## src/rtl/mips_16_run_ctrl.sv

```systemverilog
// Load/run session controller for a mips_16 core: streams a program into instruction memory,
// releases the core from reset, and stops it on a pc stall (halt) or on cycle-budget expiry.
module mips_16_run_ctrl #(
    parameter int unsigned PC_WIDTH    = 8,
    parameter int unsigned INSTR_WIDTH = 16,
    parameter int unsigned STALL_LIMIT = 4
) (
    input  logic                   clk,
    input  logic                   rst,
    input  logic                   start,
    input  logic                   abort,
    input  logic [PC_WIDTH:0]      prog_len,
    input  logic [15:0]            cycle_limit,
    input  logic                   ld_valid,
    input  logic [INSTR_WIDTH-1:0] ld_data,
    output logic                   ld_ready,
    output logic                   imem_we,
    output logic [PC_WIDTH-1:0]    imem_addr,
    output logic [INSTR_WIDTH-1:0] imem_wdata,
    output logic                   core_rst,
    input  logic [PC_WIDTH-1:0]    pc,
    output logic                   busy,
    output logic                   done,
    output logic                   halted,
    output logic                   timeout,
    output logic [PC_WIDTH-1:0]    halt_pc,
    output logic [15:0]            cycle_count
);

    localparam logic [1:0] IDLE = 2'd0;
    localparam logic [1:0] LOAD = 2'd1;
    localparam logic [1:0] RUN  = 2'd2;
    localparam logic [1:0] DONE = 2'd3;

    localparam logic [PC_WIDTH:0] LEN_ONE   = (PC_WIDTH+1)'(1);
    localparam logic [PC_WIDTH:0] MAX_LEN   = LEN_ONE << PC_WIDTH;
    localparam logic [4:0]        STALL_LIM = 5'(STALL_LIMIT);

    logic [1:0]          state_q, state_d;
    logic [PC_WIDTH:0]   ld_cnt_q, ld_cnt_d;
    logic [PC_WIDTH:0]   len_q, len_d;
    logic [15:0]         cyc_q, cyc_d;
    logic [PC_WIDTH-1:0] pc_q, pc_d;
    logic                first_q, first_d;
    logic [3:0]          stall_q, stall_d;
    logic                halted_q, halted_d;
    logic                timeout_q, timeout_d;
    logic [PC_WIDTH-1:0] halt_pc_q, halt_pc_d;

    logic        ld_hs;
    logic        pc_same;
    logic        halt_hit;
    logic        tmo_hit;
    logic [16:0] cyc_inc;
    logic [4:0]  stall_nxt;

    always_comb begin
        state_d   = state_q;
        ld_cnt_d  = ld_cnt_q;
        len_d     = len_q;
        cyc_d     = cyc_q;
        pc_d      = pc_q;
        first_d   = first_q;
        stall_d   = stall_q;
        halted_d  = halted_q;
        timeout_d = timeout_q;
        halt_pc_d = halt_pc_q;

        ld_hs     = ld_valid & ld_ready;
        cyc_inc   = {1'b0, cyc_q} + 17'd1;
        stall_nxt = {1'b0, stall_q} + 5'd1;
        // The first RUN cycle has no valid previous pc to compare against.
        pc_same   = !first_q && (pc == pc_q);
        halt_hit  = pc_same && (stall_nxt == STALL_LIM);
        tmo_hit   = (cycle_limit != 16'd0) && (cyc_inc == {1'b0, cycle_limit});

        case (state_q)
            IDLE, DONE: begin
                if (start) begin
                    state_d   = (prog_len != '0) ? LOAD : RUN;
                    ld_cnt_d  = '0;
                    len_d     = (prog_len > MAX_LEN) ? MAX_LEN : prog_len;
                    cyc_d     = '0;
                    first_d   = 1'b1;
                    stall_d   = '0;
                    halted_d  = 1'b0;
                    timeout_d = 1'b0;
                    halt_pc_d = '0;
                end
            end
            LOAD: begin
                if (abort) begin
                    state_d  = IDLE;
                    ld_cnt_d = '0;
                end else if (ld_hs) begin
                    ld_cnt_d = ld_cnt_q + LEN_ONE;
                    if (ld_cnt_q + LEN_ONE == len_q) begin
                        state_d = RUN;
                    end
                end
            end
            RUN: begin
                if (abort) begin
                    state_d = IDLE;
                    cyc_d   = '0;
                    stall_d = '0;
                    first_d = 1'b1;
                end else begin
                    cyc_d   = (cyc_q == 16'hFFFF) ? 16'hFFFF : cyc_inc[15:0];
                    pc_d    = pc;
                    first_d = 1'b0;
                    stall_d = pc_same ? stall_nxt[3:0] : 4'd0;
                    if (halt_hit) begin
                        state_d   = DONE;
                        halted_d  = 1'b1;
                        halt_pc_d = pc;
                    end else if (tmo_hit) begin
                        state_d   = DONE;
                        timeout_d = 1'b1;
                        cyc_d     = cycle_limit;
                    end
                end
            end
            default: state_d = IDLE;
        endcase
    end

    always_ff @(posedge clk) begin
        if (rst) begin
            state_q   <= IDLE;
            ld_cnt_q  <= '0;
            len_q     <= '0;
            cyc_q     <= '0;
            pc_q      <= '0;
            first_q   <= 1'b0;
            stall_q   <= '0;
            halted_q  <= 1'b0;
            timeout_q <= 1'b0;
            halt_pc_q <= '0;
        end else begin
            state_q   <= state_d;
            ld_cnt_q  <= ld_cnt_d;
            len_q     <= len_d;
            cyc_q     <= cyc_d;
            pc_q      <= pc_d;
            first_q   <= first_d;
            stall_q   <= stall_d;
            halted_q  <= halted_d;
            timeout_q <= timeout_d;
            halt_pc_q <= halt_pc_d;
        end
    end

    // Gating with rst keeps a reset cycle in LOAD from issuing one last write.
    assign ld_ready    = (state_q == LOAD) && !rst;
    assign imem_we     = ld_valid & ld_ready;
    assign imem_addr   = ld_cnt_q[PC_WIDTH-1:0];
    assign imem_wdata  = ld_data;
    assign core_rst    = (state_q != RUN);
    assign busy        = (state_q == LOAD) || (state_q == RUN);
    assign done        = (state_q == DONE);
    assign halted      = halted_q;
    assign timeout     = timeout_q;
    assign halt_pc     = halt_pc_q;
    assign cycle_count = cyc_q;

endmodule

```

## config.mk

```make
export PLATFORM = sky130hd
export DESIGN_NAME = mips_16_run_ctrl
export DESIGN_NICKNAME = d
export VERILOG_FILES = /design/src/rtl/mips_16_run_ctrl.sv
export SDC_FILE = /design/constraint.sdc
export NUM_CORES = 1
export LEC_CHECK = 0
export BUFFER_PORTS_ARGS = -buffer_cell sky130_fd_sc_hd__buf_2
export CORE_ASPECT_RATIO = 1.4
export CORE_MARGIN = 5
export CORE_UTILIZATION = 53
export CTS_BUF_LIST = sky130_fd_sc_hd__clkbuf_8 sky130_fd_sc_hd__clkbuf_16
export CTS_CLUSTER_DIAMETER = 60
export CTS_CLUSTER_SIZE = 8
export DETAILED_ROUTE_END_ITERATION = 6
export PLACE_DENSITY = 0.9
export SLEW_MARGIN = 30
export SYNTH_ARGS = -nofsm -noshare
export SYNTH_HDL_FRONTEND = slang
export SYNTH_SLANG_ARGS = --single-unit
export TNS_END_PERCENT = 50
```

## constraint.sdc

```tcl
create_clock -name clk -period 3.4 [get_ports clk]
set_input_delay 0.85 -clock clk [delete_from_list [all_inputs] [get_ports clk]]
set_output_delay 0.85 -clock clk [all_outputs]
set_load 0.005 [all_outputs]
```

==> flow_metrics.env <==
export IMPL_antenna_cells=0
export IMPL_p_int_mw=1.18
export IMPL_status="finished, final reports clean"
export IMPL_final_common_cell="buf_2"
export IMPL_r2r_cells=9
export IMPL_cts_sinks=59
export IMPL_syn_area_per_cell_um2=7.54
export IMPL_cts_path_max_buffers=2
export IMPL_area_delta_synth_final_pct=15.2
export IMPL_ctsResizeCount=0
export IMPL_vias=3948
export IMPL_hold_ws_ns=0.468
export IMPL_layout_worst_path_cycle_share_pct=92.9
export IMPL_ys_ff_latch=59
export IMPL_wl_mm=10.5
export IMPL_dp_cells=648
export IMPL_clock_latency_ns=0.35
export IMPL_root_buffer="clkbuf_8"
export IMPL_crit_slowest_cell="a2111oi_0"
export IMPL_power_density_nw_per_um2=391
export IMPL_layout_common_cells="buf_2, dfxtp_1, nor2_1"
export IMPL_placeableCoreArea_um2=6980
export IMPL_cp_arrival_ns=3.41
export IMPL_fin_worst_skew_ns=0.00682
export IMPL_fin_crit_ns=3.16
export IMPL_chipWidth_um=81.6
export IMPL_finalNonFillerCells=664
export IMPL_grt_max_degree=51
export IMPL_critical_path_buf_inv_count=2
export IMPL_pwr_share_comb_pct=20.8
export IMPL_start_kind="register"
export IMPL_gp_congestion=0.990
export IMPL_crit_family="simple AND/OR/NAND/NOR gates"
export IMPL_seqPwrFrac_pct=42.9
export IMPL_sw_frac_of_total_pct=30.8
export IMPL_critPathMaxStageDelay_ns=0.56
export IMPL_endpoint_kind="register"
export IMPL_routed_via_density=5.95
export IMPL_initial_utilization_pct=54.4
export IMPL_ys_warn_count=0
export IMPL_drt_pass1_iterations=5
export IMPL_synth_edf_count=0
export IMPL_grt_pass1_vias=3750
export IMPL_syn_num_nets=565
export IMPL_cts_setup_buffers=0
export IMPL_clkPwrFrac_pct=36.3
export IMPL_ir_drop_mv=0.320
export IMPL_tightestPinTransition_ns=0.735
export IMPL_clock_fmax_mhz=317
export IMPL_grt_setup_unrepaired="false"
export IMPL_grt_antenna_before_repair=0
export IMPL_seq_area_frac_synth_pct=31.1
export IMPL_setup_viol_count_final=0
export IMPL_worst_ep_required_time_ns=3.65
export IMPL_finalNetCount=625
export IMPL_rows=36
export IMPL_synth_cell_types=51
export IMPL_timing_critical_path_mode_cell="buf_4"
export IMPL_holdBufCountCts=0
export IMPL_ios=109
export IMPL_die_h_um=110
export IMPL_cp_cell_sequence="buf_4 > nand4_1 > nor3_1 > xnor2_1 > a2111oi_0 > buf_4 > o32ai_1 > or4_1 > o31ai_1"
export IMPL_grt_pass1_wl_mm=17.4
export IMPL_clk_pin_slew_ns=0.07
export IMPL_netlist_area_um2=3800
export IMPL_io_buffers=76
export IMPL_drive_above_1_share_pct=20.9
export IMPL_hold_class="reg2reg"
export IMPL_relSlewSlack_pct=50.5
export IMPL_overflow=0
export IMPL_maxCapViolations=0
export IMPL_grt_use_total_pct=24.7
export IMPL_dp_hpwl_mm=8.03
export IMPL_hold_viol=0
export IMPL_hold_path_depth=2
export IMPL_p_sw_mw=0.526
export IMPL_finalPower_mw=1.71
export IMPL_syn_inst=504
export IMPL_synthArstFlopShare_pct=0
export IMPL_critical_path_class="reg2reg"
export IMPL_drcViolationCount=0
export IMPL_drt_antenna_violating_nets=0
export IMPL_crit_cells=9
export IMPL_wire_per_inst_um=15.9
export IMPL_cts_tree="built"
export IMPL_first_iter_violations=259
export IMPL_cts_max_level=3
export IMPL_finalMaxSlewViolations=0
export IMPL_ys_flop_type="dfxtp_1"
export IMPL_p_leak_nw=1.78
export IMPL_numCtsBuffers=9
export IMPL_die_area_um2=8990
export IMPL_critPathMaxFanout=9
## cells by family after synthesis
logic type                 share of synthesized area [%]
and+or+nand+nor                                     27.1
AOI/OAI and AO/OA                                   20.5
buffers and inverters                               9.22
DFF                                                 31.1
xor gates and xnor gates                            9.42
adders and majority gates                           2.30
muxes                                              0.296
## power by group through the flow
| stage | logic [mW] | clock network, mW | registers (mW) |
|---|---|---|---|
| 2_1_floorplan | 0.245 | 0 | 0.743 |
| 3_3_place_gp | 0.338 | 0 | 0.747 |
| 3_5_place_dp | 0.350 | 0 | 0.748 |
| 4_1_cts | 0.352 | 0.636 | 0.733 |
| 5_1_grt | 0.397 | 0.673 | 0.735 |
| 6_report | 0.357 | 0.621 | 0.733 |
## stage by stage
step           TNS [ns]  setup WS [ns]  utilization [%]  area (µm²)
6_report              0          0.242             62.7        4380
5_1_grt               0         0.0519             62.7        4380
4_1_cts               0          0.244             62.7        4380
3_5_place_dp   -0.00258       -0.00258             59.9        4190
3_3_place_gp          0         0.0372             59.9        4190
2_1_floorplan         0          0.269                -        3800
## tightest hold or removal path, delay by kind of cell (launching register included)
family | cells | cell delay (ns)
compound gates | 1 | 0.05
buf+inv | 1 | 0.05
flops | 1 | 0.31
## registers in the layout, summed over array words and instances (netlist names)
signal,flops
cycle_count,16
halt_pc,8
timeout,1
first_q,1
ld_cnt_q,9
state_q,2
pc_q,8
len_q,9
halted,1
stall_q,4
## worst paths after layout
path | from | slack, ns | end
worst min-delay path | timeout | 0.47 | timeout
worst max register to register | cycle_count[4] | 0.24 | state_q[0]
worst min register to register | timeout | 0.47 | timeout
worst max-delay path | cycle_count[4] | 0.24 | state_q[0]
## per-layer routing
layer	global-route usage (%)	routed length (µm)
met4	13.2	415
met2	41.8	5120
met3	6.18	767
met5	0	0
met1	28.2	4230
## Yosys cell counts (2+ instances only)
master,instances,area share [%]
nand3_1,18,2.4
dfxtp_1,59,31
a211oi_1,2,0.40
or3_1,4,0.66
a221o_1,2,0.53
a32oi_1,2,0.46
and2_1,5,0.82
inv_1,15,1.5
and4_1,6,1.4
nor2_1,53,5.2
clkbuf_1,22,2.2
o21ai_0,37,4.9
a31oi_1,7,1.2
or4_1,6,1.2
nand4b_1,2,0.46
a21oi_1,48,6.3
nand4_1,8,1.3
nand2b_1,8,1.3
nor3_1,12,1.6
nor4_1,12,2.0
nor3b_1,9,1.8
a22oi_1,9,1.8
buf_2,4,0.53
nor2b_1,9,1.5
a211o_1,2,0.46
o22ai_1,3,0.49
xor2_1,11,2.5
and3_1,8,1.3
nand2_1,39,3.9
nand3b_1,2,0.40
xnor2_1,28,6.5
buf_4,24,4.7
o2111ai_1,4,0.92
ha_1,7,2.3
## layout make-up
cell class              instances  area [µm²]
inverters                      15        56.3
clock inverters                 7        68.8
repair buffers                100         561
fillers                       592        2600
well taps                      95         119
clock buffers                   9         124
multi-input cells             379        2270
flip-flops and latches         59        1180
No activity file was read; power rests on OpenSTA's default activity.
